$ cat config.mk
export PLATFORM = sky130hd
export DESIGN_NAME = muldiv_unit
export DESIGN_NICKNAME = d
export VERILOG_FILES = /design/src/rtl/muldiv_unit.sv
export SDC_FILE = /design/constraint.sdc
export NUM_CORES = 1
export LEC_CHECK = 0
export BUFFER_PORTS_ARGS = -buffer_cell sky130_fd_sc_hd__buf_2
export CORE_ASPECT_RATIO = 0.8
export CORE_MARGIN = 10
export CORE_UTILIZATION = 40
export CTS_BUF_LIST = sky130_fd_sc_hd__clkbuf_8
export DETAILED_ROUTE_END_ITERATION = 8
export HOLD_SLACK_MARGIN = 0.1
export PLACE_DENSITY = 0.67
export SLEW_MARGIN = 20
export SYNTH_ARGS = -nofsm -noshare
export SYNTH_HDL_FRONTEND = slang
export SYNTH_SLANG_ARGS = --single-unit
$ cat constraint.sdc
create_clock -name clk -period 5.7 [get_ports clk]
set_input_delay 0.57 -clock clk [delete_from_list [all_inputs] [get_ports clk]]
set_output_delay 0.57 -clock clk [all_outputs]
set_load 0.01 [all_outputs]
$ cat src/rtl/muldiv_unit.sv
// muldiv_unit: iterative RV32M multiply/divide unit (mul, mulh, mulhu, div,
// divu, rem, remu). The unit runs a radix-2 shift-add multiply or a restoring
// divide on operand magnitudes. It applies sign fix-up and the special cases
// when it enters FIN, so every operation has the same latency.
//
// Ports:
//   clk    in   rising-edge clock
//   rst    in   synchronous active-high reset
//   start  in   request strobe, only looked at in IDLE
//   op     in   one-hot opcode [0]mul [1]mulh [2]mulhu [3]div [4]divu [5]rem [6]remu
//   src0   in   rs1 (multiplicand / dividend)
//   src1   in   rs2 (multiplier / divisor)
//   busy   out  high from the cycle after acceptance through the done cycle
//   done   out  one-cycle completion pulse
//   res    out  result, held until the next accepted start or reset
module muldiv_unit #(
  parameter int WIDTH = 32
) (
  input  logic             clk,
  input  logic             rst,
  input  logic             start,
  input  logic [6:0]       op,
  input  logic [WIDTH-1:0] src0,
  input  logic [WIDTH-1:0] src1,
  output logic             busy,
  output logic             done,
  output logic [WIDTH-1:0] res
);

  localparam int CW = (WIDTH > 1) ? $clog2(WIDTH) : 1;

  typedef enum logic [1:0] {IDLE, CALC, FIN} state_t;

  state_t           state;
  logic [CW-1:0]    cnt;
  logic [6:0]       op_q;
  logic [WIDTH-1:0] acc_hi;
  logic [WIDTH-1:0] acc_lo;
  logic [WIDTH-1:0] opb;
  logic [WIDTH-1:0] dividend_q;
  logic             neg_res;
  logic             div_zero;
  logic             div_ovf;

  logic             op_valid;
  logic             signed_op;
  logic [WIDTH-1:0] abs0;
  logic [WIDTH-1:0] abs1;

  logic [WIDTH:0]     mul_sum;
  logic [WIDTH:0]     div_shift;
  logic               div_ok;
  logic [WIDTH-1:0]   div_sub;
  logic [WIDTH-1:0]   next_hi;
  logic [WIDTH-1:0]   next_lo;
  logic [2*WIDTH-1:0] neg_prod;
  logic [WIDTH-1:0]   final_res;

  // The request decode uses the raw inputs. For signed ops, operands are
  // converted to magnitudes here so the datapath is purely unsigned.
  always_comb begin
    op_valid  = (op != 7'd0) && ((op & (op - 7'd1)) == 7'd0);
    signed_op = op[1] | op[3] | op[5];
    abs0      = (signed_op && src0[WIDTH-1]) ? -src0 : src0;
    abs1      = (signed_op && src1[WIDTH-1]) ? -src1 : src1;
  end

  // One iteration step for either algorithm. acc_hi/acc_lo hold the running
  // partial product (multiplier bits shift out of acc_lo) or the partial
  // remainder/quotient (dividend bits shift out of the top of acc_lo).
  always_comb begin
    mul_sum   = {1'b0, acc_hi} + (acc_lo[0] ? {1'b0, opb} : '0);
    div_shift = {acc_hi, acc_lo[WIDTH-1]};
    div_ok    = div_shift >= {1'b0, opb};
    // The remainder after a successful subtract is below the divisor, so
    // the low WIDTH bits of the difference are exact.
    div_sub   = div_shift[WIDTH-1:0] - opb;
    if (|op_q[2:0]) begin
      next_hi = mul_sum[WIDTH:1];
      next_lo = {mul_sum[0], acc_lo[WIDTH-1:1]};
    end else begin
      next_hi = div_ok ? div_sub : div_shift[WIDTH-1:0];
      next_lo = {acc_lo[WIDTH-2:0], div_ok};
    end
  end

  // This block produces the result from the final iteration's values. It
  // applies the sign fix-up and the forced special cases.
  always_comb begin
    neg_prod  = -{next_hi, next_lo};
    final_res = '0;
    unique case (1'b1)
      op_q[0]: final_res = next_lo;
      op_q[1]: final_res = neg_res ? neg_prod[2*WIDTH-1:WIDTH] : next_hi;
      op_q[2]: final_res = next_hi;
      op_q[3], op_q[4]: begin
        if (div_zero)     final_res = '1;
        else if (div_ovf) final_res = {1'b1, {(WIDTH-1){1'b0}}};
        else              final_res = neg_res ? -next_lo : next_lo;
      end
      op_q[5], op_q[6]: begin
        if (div_zero)     final_res = dividend_q;
        else if (div_ovf) final_res = '0;
        else              final_res = neg_res ? -next_hi : next_hi;
      end
      default: final_res = '0;
    endcase
  end

  // Control FSM with registered busy/done/res. Special cases are captured
  // at acceptance. The loop still runs its full length so latency is fixed.
  always_ff @(posedge clk) begin
    if (rst) begin
      state      <= IDLE;
      cnt        <= '0;
      op_q       <= '0;
      acc_hi     <= '0;
      acc_lo     <= '0;
      opb        <= '0;
      dividend_q <= '0;
      neg_res    <= 1'b0;
      div_zero   <= 1'b0;
      div_ovf    <= 1'b0;
      busy       <= 1'b0;
      done       <= 1'b0;
      res        <= '0;
    end else begin
      unique case (state)
        IDLE: begin
          done <= 1'b0;
          if (start && op_valid) begin
            state      <= CALC;
            busy       <= 1'b1;
            cnt        <= '0;
            op_q       <= op;
            acc_hi     <= '0;
            acc_lo     <= abs0;
            opb        <= abs1;
            dividend_q <= src0;
            neg_res    <= ((op[1] | op[3]) & (src0[WIDTH-1] ^ src1[WIDTH-1]))
                        | (op[5] & src0[WIDTH-1]);
            div_zero   <= (src1 == '0);
            div_ovf    <= (op[3] | op[5])
                        && (src0 == {1'b1, {(WIDTH-1){1'b0}}})
                        && (src1 == '1);
          end
        end
        CALC: begin
          acc_hi <= next_hi;
          acc_lo <= next_lo;
          cnt    <= cnt + 1'b1;
          if (cnt == CW'(WIDTH - 1)) begin
            state <= FIN;
            done  <= 1'b1;
            res   <= final_res;
          end
        end
        FIN: begin
          state <= IDLE;
          done  <= 1'b0;
          busy  <= 1'b0;
        end
        default: begin
          state <= IDLE;
          done  <= 1'b0;
          busy  <= 1'b0;
        end
      endcase
    end
  end

endmodule

==> results of run 1 <==
==> cell usage after synthesis, types with 15 or more instances <==
cell type | instances | share of area
inv_1 | 62 | 0.014
buf_2 | 18 | 0.0055
a22o_1 | 23 | 0.012
mux2i_1 | 46 | 0.028
dfxtp_1 | 179 | 0.22
nand2_1 | 351 | 0.080
o31ai_1 | 32 | 0.015
o21ai_0 | 136 | 0.042
nand3_1 | 33 | 0.010
a211oi_1 | 23 | 0.011
a21oi_1 | 268 | 0.082
nand2b_1 | 15 | 0.0057
nor3_1 | 67 | 0.020
nor2_1 | 188 | 0.043
o21a_1 | 17 | 0.0078
xnor2_1 | 98 | 0.052
nand4_1 | 29 | 0.011
nor4_1 | 23 | 0.0088
xor2_1 | 62 | 0.033
a31oi_1 | 18 | 0.0069
or3_1 | 27 | 0.010
a221o_1 | 15 | 0.0092
a221oi_1 | 28 | 0.015
o22ai_1 | 17 | 0.0065
clkbuf_1 | 118 | 0.027
and2_1 | 46 | 0.018
and3_1 | 17 | 0.0065
ha_1 | 71 | 0.054
a21o_1 | 26 | 0.012
==> kinds of logic (layout without fill, tap and decap cells) <==
| kind of cell | after synthesis | after routing |
|---|---|---|
| buf+inv | 216 | 289 |
| xor+xnor | 160 | 160 |
| flops | 179 | 179 |
| mux | 53 | 53 |
| fa+ha+maj | 73 | 73 |
| compound gates | 767 | 767 |
| simple gates | 860 | 860 |
==> report_power, final <==
| group | internal, mW | leakage, nW | switching, mW |
|---|---|---|---|
| sequential | 1.27 | 1.44 | 0.0275 |
| clock | 0.354 | 0.196 | 0.580 |
| combinational | 0.869 | 5.37 | 1.68 |
| total | 2.49 | 7.01 | 2.29 |
==> layout make-up <==
| cell class | instances | share of cell area |
|---|---|---|
| Clock buffer | 20 | 0.0152 |
| Multi-Input combinational cell | 1913 | 0.663 |
| Inverter | 63 | 0.0131 |
| Timing Repair Buffer | 195 | 0.0669 |
| Tap cell | 544 | 0.0376 |
| Clock inverter | 11 | 0.00608 |
| Sequential cell | 179 | 0.198 |
==> worst max-delay path: stages, from the launching register on <==
cell	delay (ps)
dfxtp_1	420
inv_1	70
ha_2	430
nand4_1	260
nor4_1	410
a31oi_1	190
o211a_1	310
a21boi_0	220
o31ai_1	170
inv_1	150
ha_1	220
nor4b_1	380
or4b_1	640
o21ai_0	550
or4b_1	540
nor3_1	170
a31o_2	140
o22ai_1	60
==> how the worst min path moves through the flow <==
stage	from	endpoint	slack (ps)	cells after the start
5_1_grt	src0[1]	dividend_q[1]$_SDFFE_PP0P_	270	3
6_report	src0[13]	dividend_q[13]$_SDFFE_PP0P_	280	3
2_1_floorplan	dividend_q[12]$_SDFFE_PP0P_	dividend_q[12]$_SDFFE_PP0P_	430	2
4_1_cts	src0[13]	dividend_q[13]$_SDFFE_PP0P_	260	3
3_3_place_gp	res[3]$_SDFFE_PP0P_	res[3]$_SDFFE_PP0P_	440	2
3_5_place_dp	res[3]$_SDFFE_PP0P_	res[3]$_SDFFE_PP0P_	450	2
==> routing by layer <==
metal,vias up,global-route usage
met4,2,0.0751
met1,9073,0.441
li1,8569,-
met5,-,0
met2,1310,0.380
met3,121,0.109
==> registers in the layout, indices dropped and copies added, names as in the netlist <==
name / count
cnt: 5
busy: 1
done: 1
opb: 32
div_ovf: 1
dividend_q: 32
neg_res: 1
div_zero: 1
op_q: 7
acc_lo: 32
res: 32
acc_hi: 32
state: 2
==> what timing repair did <==
item                                    4_1_cts  5_1_grt
gates resized for setup                       0       11
buffers inserted                              0        1
endpoints found under the setup margin        0        5
==> metrics.cfg, run 1 <==
[floorplanning]
placementRows = 66
die_area_mm2 = 0.0495
die_height_um = 201
chipWidth_um = 246
io_pins = 108
core_mm2 = 0.0405
initial_core_util = 0.404

[routing]
met3RoutedLength_um = 11500
detail_route.wl_per_cell_um = 26.0
drt_first_pass_iters = 8
antenna_left = 0
wirelength_met1_um = 33800
via_per_inst = 6.52
met2WireLength_um = 28800
wl_um = 76100
dr_total_vias = 19075
drc = 0
drtIter0Drc = 3216
top_layer = met5

[layout]
seq_area_mm2 = 0.00359
multi_input_area_mm2 = 0.0120
most-common-layout-cells = 351 x nand2_1, 268 x a21oi_1, 186 x nor2_1, 177 x dfxtp_1, 136 x o21ai_0
mostFrequentLayoutCell = nand2_1
drive_above_1_share = 0.120
antenna_cells = 0
postLayoutCoreUtil = 0.447
stdcell_area_mm2 = 0.0181
nets = 2516
syn2layout_area_growth_pct = 10.5
n_fill_cell = 4221
instances_no_fill = 2925

[setup_path]
crit_fanout = 9
cp-endpoint = res[28]$_SDFFE_PP0P_
crit_type = register to register
r2r-end = res[28]$_SDFFE_PP0P_
r2r_cells = 17
r2r-start = opb[24]$_SDFFE_PP0P_
arrival_ps = 5910
cp.required_ps = 6090
rrSetupSlack_ps = 180
critPathLaunchType = register
worstSetupStartpoint = opb[24]$_SDFFE_PP0P_
cp-end-kind = register

[global_routing]
grt_pass1_vias = 17105
grt_start_max_net_pins = 89
grt-ovfl-total = 0
antenna_found_initial = 1
grt_pass1_wl_um = 112000
grt_use_total = 0.295

[synth]
async_flop_share = 0
syn_inst = 2308
synth-edff-count = 0
ys_ff_latch = 179
syn_area_mm2 = 0.0164
synth_top_family_by_area = compound AO/OA/AOI/OAI gates
yosysSeqAreaShare = 0.219
synthDistinctLibCells = 98
synth_adder_area_share = 0.0567
yosysWarnings = 0
synthSimpleGateAreaFrac = 0.247
muxShareOfSynthArea = 0.0332
synth_ff_type = dfxtp_1
synth_xor_area_frac = 0.0856
synth-compound-area-share = 0.306
syn_area_per_cell_um2 = 7.10
syn_nets = 2455

[place]
place_ws_ps = 176
dp_hpwl_um = 59300
port_buffers = 107
placed_cell_area_mm2 = 0.0177
place.gp.congestion = 1.03
dp_cells = 2893

[clocking]
clock-sinks = 179
h-tree-depth = 4
cts_root_buffer = clkbuf_8
clkTransAtPathRegs_ps = 120
ctsHoldBuffers = 0
clkLatencyLatePin_ps = 550
cts_made_buffers = 17
cts_tree = built
clockBufferDepth = 2

[power_and_ir_drop]
total_power_mw = 4.78
powerDensity_mw_per_mm2 = 264
p_leak_nw = 7.01
ir_drop_v = 0.000165

[timing]
max_slew_margin = 0.250
timing.final.crit_share = 0.969
fin_worst_skew_ps = 23.3
hold_viol = 0
fin_crit_ps = 5520
finalMaxSlewViolations = 0
hold_ws_ps = 284
finalWorstSetupSlack_ps = 179
clock.fmax_mhz = 181
worst-slew-pin-transition_ps = 1120
finalSetupViolCount = 0
grt_setup_unrepaired = true
fin_tns_setup_ps = 0

[run_status]
status = finished clean

[hold_path]
hold_class = input pin to register

[run]
maxCapViolations = 0

Note: power is estimated with default switching activity, not from simulation.
==> inputs of run 2 (changes only) <==
HOLD_SLACK_MARGIN = 0.02   (was 0.1)
clock period = 7 ns   (was 5.7 ns; I/O delays follow)
==> metrics.cfg, run 2 (same netlist as run 1, synthesis figures left out) <==
[layout]
multi_input_area_mm2 = 0.0120
most-common-layout-cells = 351 x nand2_1, 268 x a21oi_1, 186 x nor2_1, 178 x dfxtp_1, 136 x o21ai_0
postLayoutCoreUtil = 0.441
stdcell_area_mm2 = 0.0179
mostFrequentLayoutCell = nand2_1
syn2layout_area_growth_pct = 9.04
n_fill_cell = 4201
drive_above_1_share = 0.107
seq_area_mm2 = 0.00358
nets = 2485

[clocking]
cts_root_buffer = clkbuf_8
clkTransAtPathRegs_ps = 120
clock-sinks = 179
cts_made_buffers = 17
ctsHoldBuffers = 0
clockBufferDepth = 2
h-tree-depth = 4
cts_tree = built
clkLatencyLatePin_ps = 560
postCtsResizedCells = 0
cts_setup_buffers = 0

[setup_path]
cp_slowest_cell = nor4b_1
crit_type = register to register
arrival_ps = 6970
crit_path_max_incr_delay_ps = 750
crit_fanout = 9
worstSetupStartpoint = acc_hi[0]$_SDFFE_PP0P_
cp.required_ps = 7400
r2r-start = acc_hi[0]$_SDFFE_PP0P_
cp-end-kind = register
crit_path_cell_trace = ha_1 > nor2b_1 > o2111ai_1 > a21oi_1 > a32oi_2 > nand2_2 > o311ai_2 > ha_1 > nor4b_1 > or4b_1 > or3_1 > nor2_1 > mux2_2 > a21oi_1 > nor3_1
critPathLaunchType = register

[routing]
wl_um = 76600
via_per_inst = 6.49
antenna_left = 0
drtIter0Drc = 2878
detail_route.wl_per_cell_um = 26.5
drc = 2
dr_total_vias = 18784
drt_first_pass_iters = 9

[run_status]
violations = DRC
status = complete, but fails checks

[floorplanning]
placementRows = 66
core_mm2 = 0.0405
die_area_mm2 = 0.0495
io_pins = 108
die_height_um = 201
chipWidth_um = 246
initial_core_util = 0.404

[run]
maxCapViolations = 0

[timing]
clock.fmax_mhz = 152
fin_worst_skew_ps = 34.6
fin_crit_ps = 6580
max_slew_margin = 0.226
hold_ws_ps = 399
finalMaxSlewViolations = 0
timing.final.crit_share = 0.940
finalSetupViolCount = 0
fin_tns_setup_ps = 0
grt_setup_unrepaired = false
worst-slew-pin-transition_ps = 1150
hold_viol = 0

[place]
place.gp.congestion = 1.07
dp_hpwl_um = 59000
placed_cell_area_mm2 = 0.0175
port_buffers = 107

[power_and_ir_drop]
p_leak_nw = 6.85
powerDensity_mw_per_mm2 = 211
ir_drop_v = 0.000119
total_power_mw = 3.76

[global_routing]
grt_use_total = 0.297
grt_pass1_vias = 17016
grt_start_max_net_pins = 73
grt_pass1_wl_um = 112000
antenna_found_initial = 3
grt-ovfl-total = 0

[hold_path]
hold_start = src0[27]
hold_class = input pin to register

==> run 2: final cells by class <==
cell class / instances / area share
Antenna cell: 1 / 0.000140
Clock buffer: 18 / 0.0139
Clock inverter: 14 / 0.00750
Inverter: 63 / 0.0132
Multi-Input combinational cell: 1913 / 0.671
Sequential cell: 179 / 0.201
Tap cell: 544 / 0.0381
Timing Repair Buffer: 164 / 0.0555
==> run 2: worst paths after layout <==
| check | end | slack, ps | cells after the start |
|---|---|---|---|
| worst max-delay path | res[24]$_SDFFE_PP0P_ | 420 | 15 |
| worst max register to register | res[24]$_SDFFE_PP0P_ | 420 | 15 |
| worst min-delay path | dividend_q[27]$_SDFFE_PP0P_ | 400 | 3 |
| worst min register to register | dividend_q[12]$_SDFFE_PP0P_ | 460 | 2 |
==> run 2: routing by layer <==
| layer | up-vias | track usage | wire [um] |
|---|---|---|---|
| met5 | - | 0 | 21 |
| met4 | 4 | 0.0773 | 1770 |
| met3 | 103 | 0.136 | 11600 |
| met2 | 1212 | 0.377 | 29000 |
| met1 | 8962 | 0.430 | 34300 |
| li1 | 8503 | - | - |
==> run 2: worst max-delay path, delay by kind of cell, from the launching register on <==
| kind | cells | cell delay, ps |
|---|---|---|
| AO/OA/AOI/OAI | 5 | 2200 |
| adder cells (fa/ha/maj) | 2 | 620 |
| flip-flops | 1 | 500 |
| multiplexers | 1 | 370 |
| AND/OR/NAND/NOR | 7 | 2700 |
==> run 2: metrics by stage <==
stage	setup slack [ps]	cells
floorplan	2070	2308
global placement	693	2863
detailed placement	760	2863
CTS	712	2895
global route	272	2895
finish	422	2896
==> run 2: power by group <==
group / internal, mW / switching [mW]
registers: 1.03 / 0.0226
clock network: 0.272 / 0.492
logic: 0.600 / 1.34
total: 1.90 / 1.86
